File: src/rtl/reg_pipe_pkg.sv
// Shared limits and helpers for the reg_pipe register pipeline.
package reg_pipe_pkg;

  localparam int unsigned DEPTH_MAX = 16;
  localparam int unsigned WIDTH_MAX = 64;

  // Bits needed to count 0..depth valid stages.
  function automatic int unsigned occ_width(input int unsigned depth);
    return $clog2(depth + 1);
  endfunction

endpackage

File: src/rtl/reg_pipe_stage.sv
// One pipeline stage: valid flag, data register and its slice of the ready chain.
module reg_pipe_stage
  import reg_pipe_pkg::*;
#(
  parameter int unsigned      WIDTH     = 8,
  parameter logic [WIDTH-1:0] RESET_VAL = '0
) (
  input  logic             ck,
  input  logic             rst,
  input  logic             clr,
  input  logic             up_valid,
  input  logic [WIDTH-1:0] up_data,
  input  logic             down_adv,
  output logic             adv,
  output logic             v,
  output logic [WIDTH-1:0] r
);

  // A stage may take a new word if it is empty or its occupant moves on this cycle.
  assign adv = ~v | down_adv;

  // Stage state: flush on reset/clear, otherwise advance; data only moves with a real word.
  always_ff @(posedge ck or posedge rst) begin
    if (rst) begin
      v <= 1'b0;
      r <= RESET_VAL;
    end else if (clr) begin
      v <= 1'b0;
      r <= RESET_VAL;
    end else if (adv) begin
      v <= up_valid;
      if (up_valid) begin
        r <= up_data;
      end
    end
  end

endmodule

File: src/rtl/reg_pipe.sv
// Bubble-collapsing valid/ready register pipeline of DEPTH stages with occupancy count.
module reg_pipe
  import reg_pipe_pkg::*;
#(
  parameter int unsigned      WIDTH     = 8,
  parameter int unsigned      DEPTH     = 4,
  parameter logic [WIDTH-1:0] RESET_VAL = '0
) (
  input  logic                         ck,
  input  logic                         rst,
  input  logic                         clr,
  input  logic                         in_valid,
  output logic                         in_ready,
  input  logic [WIDTH-1:0]             d,
  output logic                         out_valid,
  input  logic                         out_ready,
  output logic [WIDTH-1:0]             q,
  output logic [occ_width(DEPTH)-1:0]  occ
);

  localparam int unsigned OccW = occ_width(DEPTH);

  // Elaboration-time guard on the supported parameter ranges.
  if (DEPTH < 1 || DEPTH > DEPTH_MAX) begin : g_bad_depth
    $error("reg_pipe: DEPTH out of range");
  end
  if (WIDTH < 1 || WIDTH > WIDTH_MAX) begin : g_bad_width
    $error("reg_pipe: WIDTH out of range");
  end

  // Stage chain; per-stage signals live in each generate scope so the ready chain
  // is a set of distinct nets rather than one self-referencing vector.
  for (genvar i = 0; i < DEPTH; i++) begin : g_stage
    logic             up_valid;
    logic [WIDTH-1:0] up_data;
    logic             down_adv;
    logic             adv;
    logic             v;
    logic [WIDTH-1:0] r;

    if (i == 0) begin : g_first
      assign up_valid = in_valid;
      assign up_data  = d;
    end else begin : g_mid
      assign up_valid = g_stage[i-1].v;
      assign up_data  = g_stage[i-1].r;
    end

    if (i == DEPTH - 1) begin : g_last
      assign down_adv = out_ready;
    end else begin : g_inner
      assign down_adv = g_stage[i+1].adv;
    end

    reg_pipe_stage #(
      .WIDTH     (WIDTH),
      .RESET_VAL (RESET_VAL)
    ) u_stage (
      .ck       (ck),
      .rst      (rst),
      .clr      (clr),
      .up_valid (up_valid),
      .up_data  (up_data),
      .down_adv (down_adv),
      .adv      (adv),
      .v        (v),
      .r        (r)
    );
  end

  // A clear cycle refuses the input word since every stage is being flushed.
  assign in_ready  = g_stage[0].adv & ~clr;
  assign out_valid = g_stage[DEPTH-1].v;
  assign q         = g_stage[DEPTH-1].r;

  logic            push;
  logic            pop;
  logic [OccW-1:0] occ_q;
  logic [OccW-1:0] occ_d;

  assign push = in_valid & in_ready;
  assign pop  = out_valid & out_ready;

  // Occupancy next state; push/pop handshakes keep it within 0..DEPTH.
  always_comb begin
    occ_d = occ_q;
    if (push && !pop) begin
      occ_d = occ_q + OccW'(1);
    end else if (pop && !push) begin
      occ_d = occ_q - OccW'(1);
    end
  end

  // Occupancy register, flushed together with the stages.
  always_ff @(posedge ck or posedge rst) begin
    if (rst) begin
      occ_q <= '0;
    end else if (clr) begin
      occ_q <= '0;
    end else begin
      occ_q <= occ_d;
    end
  end

  assign occ = occ_q;

endmodule

File: config.mk
export PLATFORM = sky130hd
export DESIGN_NAME = reg_pipe
export DESIGN_NICKNAME = d
export VERILOG_FILES = /design/src/rtl/reg_pipe_pkg.sv /design/src/rtl/reg_pipe_stage.sv /design/src/rtl/reg_pipe.sv
export SDC_FILE = /design/constraint.sdc
export NUM_CORES = 1
export LEC_CHECK = 0
export CAP_MARGIN = 0
export CORE_ASPECT_RATIO = 1.5
export CORE_MARGIN = 5
export CORE_UTILIZATION = 36
export DETAILED_ROUTE_END_ITERATION = 12
export GPL_TIMING_DRIVEN = 0
export MAX_ROUTING_LAYER = met4
export PLACE_DENSITY = 0.64
export SLEW_MARGIN = 10
export SYNTH_ARGS = -nofsm -noshare
export SYNTH_HDL_FRONTEND = slang
export SYNTH_SLANG_ARGS = --single-unit
File: constraint.sdc
create_clock -name ck -period 2.4 [get_ports ck]
set_input_delay 0.24 -clock ck [delete_from_list [all_inputs] [get_ports ck]]
set_output_delay 0.24 -clock ck [all_outputs]
set_load 0.03 [all_outputs]
==> impl_metrics.ini <==
[sta]
min_period_over_period = 0.9442
fin_ws_ps = 133.9
period_needed_ps = 2266
maxSlewHeadroom = 0.4784
setup_tns_ps = 0
fmax_mhz = 441.3
skew_ps = 12.69
worstMarginPinSlew_ps = 781.3
slew_violations = 0
rsz0062_at_grt = no
setup_viol = 0
final_hold_viol_count = 0

[logic_synthesis]
synthesis.nets = 167
ys_seq_elements = 39
syn_area_per_cell_sq_um = 11.69
yosys_warnings = 0
yosysUniqueCellTypes = 30
syn_inst = 153
syn_area_sq_um = 1789
seq_area_frac_synth = 0.5455

[pwr]
powerDensity_nw_per_um2 = 620.6
peakVddDrop_mv = 0.2459
leakagePower_nw = 1.023

[worst_setup_path]
rrSetupSlack_ps = 130
crit_type = reg2reg
critical-path-max-stage-delay_ps = 400
r2r_start = g_stage[0].u_stage.v$_DFFE_PP0P_
start_kind = register
crit_chain = nand3_1, o21a_1, buf_6, and2_1, fa_1, and4b_1, a211oi_2, mux2_2
crit_path_top_delay_cell = fa_1
r2r_end = occ[2]$_DFFE_PP0P_
critPathCaptureType = register
reg2reg_depth = 8
startpoint = g_stage[0].u_stage.v$_DFFE_PP0P_
path_max_fanout = 9
worstPathRequired_ps = 2580
worstPathArrival_ps = 2450

[global_route]
grt_pass1_wl_mm = 5.878
grt_usage = 0.1243
grt_pass1_vias = 1303
grt-ovfl-total = 0
grt_max_degree = 40
antenna_found_initial = 0

[floorplan]
ioPinCount = 26
die-area_sq_um = 6509
die_h_microns = 96.34
rows = 31
die_w_microns = 67.56
initial_utilization = 0.3690
core_area_sq_um = 4848

[place]
port_buffers = 25
dp_slack_ps = -360.5
dpl.hpwl_mm = 2.569
gp_congestion = 0.7222
dp_cells = 244

[clock_tree]
clockBufferDepth = 2
cts_made_buffers = 5
worstSkewPairLatency_ps = 300
clkSlewWorstSetupHoldPaths_ps = 90
cts_tree = done
cts_max_level = 2
cts_root_buf = clkbuf_8
clkSinkCount = 39

[detailed_routing]
drt_wl_total_mm = 3.428
avgViaCountPerCell = 4.895
vias = 1258
wl_per_cell_microns = 13.34
drc = 0
first_iter_violations = 40
postRouteAntennaNets = 0
dr.pass1.iters = 4

[status]
outcome = finished, final reports clean

[cells_and_area]
nets = 204
fillers = 458
antennaDiodeCount = 0
stdcell_count = 257
drive_gt1_frac = 0.1728
area_delta_synth_final_pct = 27.69

[flow_run]
cap_violations = 0

[hold_path]
hp-class = in2async
placed cells by master (no fill, tap or decap), types with 2 or more instances in the layout:
master            n
nand3_1           9
a22o_1           16
inv_1             5
buf_2             2
nand2b_1         17
dfrtp_1          37
mux2_1            2
o21ai_0           8
nor3b_1           2
clkdlybuf4s50_1  23
buf_6             2
a21oi_2           3
nor2b_1           2
clkbuf_8          5
nor2_1            7
buf_4             8
mux2i_1           8
a21oi_1          12
nor3b_4           2
dfrtp_2           2
logic make-up (layout without fill, tap and decap cells):
family	Yosys count	in the layout	share of synthesized area
fa+ha+maj	1	1	0.01119
mux	11	11	0.06364
flops	39	39	0.5455
buf+inv	14	52	0.04195
compound gates	43	43	0.1699
simple gates	45	45	0.1678
worst max-delay path by stage:
stage | to | slack, ps | cells past startpoint
after floorplan | occ[2]$_DFFE_PP0P_ | 40 | 9
after global placement | occ[2]$_DFFE_PP0P_ | -300 | 9
after detailed placement | occ[2]$_DFFE_PP0P_ | -360 | 9
after CTS | occ[2]$_DFFE_PP0P_ | 0.4 | 9
after global routing | occ[2]$_DFFE_PP0P_ | 40 | 8
final | occ[2]$_DFFE_PP0P_ | 130 | 8
sequential cells by signal, summed over array words and instances, names as in the netlist:
register	cells
g_stage.u_stage.r	32
g_stage.u_stage.v	4
occ	3
cells in the mapped netlist, drive strengths merged:
cell / n / share of area
o21ba: 1 / 0.0056
dfrtp: 39 / 0.55
and2: 1 / 0.0035
nand4: 1 / 0.0035
clkbuf: 1 / 0.0021
o21ai: 8 / 0.022
mux2: 3 / 0.019
a211oi: 1 / 0.0070
buf: 7 / 0.027
inv: 6 / 0.013
a21oi: 15 / 0.048
nand3b: 1 / 0.0063
and4b: 1 / 0.0056
a21boi: 1 / 0.0042
o21a: 1 / 0.0042
a22o: 16 / 0.078
nand2b: 17 / 0.059
nand3: 9 / 0.025
nor2: 7 / 0.015
nand4b: 1 / 0.0084
fa: 1 / 0.011
nor3b: 4 / 0.029
and3b: 1 / 0.0049
mux2i: 8 / 0.045
nor2b: 2 / 0.0070
area by class of cell:
type	instances	area [sq um]	area share
clock buffer	5	68.82	0.03012
sequential	39	978.4	0.4283
multi-input combinational	100	738.2	0.3231
timing repair buffer	31	296.5	0.1298
buffer	7	51.30	0.02245
inverter	6	22.52	0.009858
clock inverter	3	46.29	0.02026
tap	66	82.58	0.03614
critical path, delay by kind of cell, from the launching register on:
family                     cells  cell delay (ps)
AOI/OAI and AO/OA              2              380
adders and majority gates      1              400
buffers and inverters          1              150
DFF                            1              380
muxes                          1              350
and+or+nand+nor                3              510
per-stage QoR:
step                utilization  area (sq um)  hold slack (ps)  total power [mW]
floorplan                     -          1790            387.8            0.8096
global placement         0.4379          2123            478.7            0.8667
detailed placement       0.4379          2123            478.9            0.8737
CTS                      0.4622          2241            423.5             1.430
global route             0.4712          2285            469.5             1.487
finish                   0.4712          2285            397.7             1.418
routing by layer:
layer / vias to the layer above / wire [microns] / GRT usage
met5: - / 0 / -
met4: 0 / 89 / 0.06937
met3: 6 / 116 / 0.03154
met2: 21 / 1872 / 0.2096
met1: 614 / 1350 / 0.1295
li1: 617 / - / -
power by group:
group | switching [mW] | leakage (nW) | internal, mW
combinational | 0.0908 | 0.438 | 0.0794
sequential | 0.0131 | 0.531 | 0.678
clock | 0.243 | 0.0548 | 0.313
what timing repair did:
| item | in CTS | in global routing |
|---|---|---|
| setup endpoints to repair | 2 | 2 |
| setup buffers | 0 | 6 |
| pin swaps | 0 | 0 |
| hold buffers | 0 | 0 |
| gates resized for setup | 2 | 2 |
Note: power is estimated with default switching activity, not from simulation.
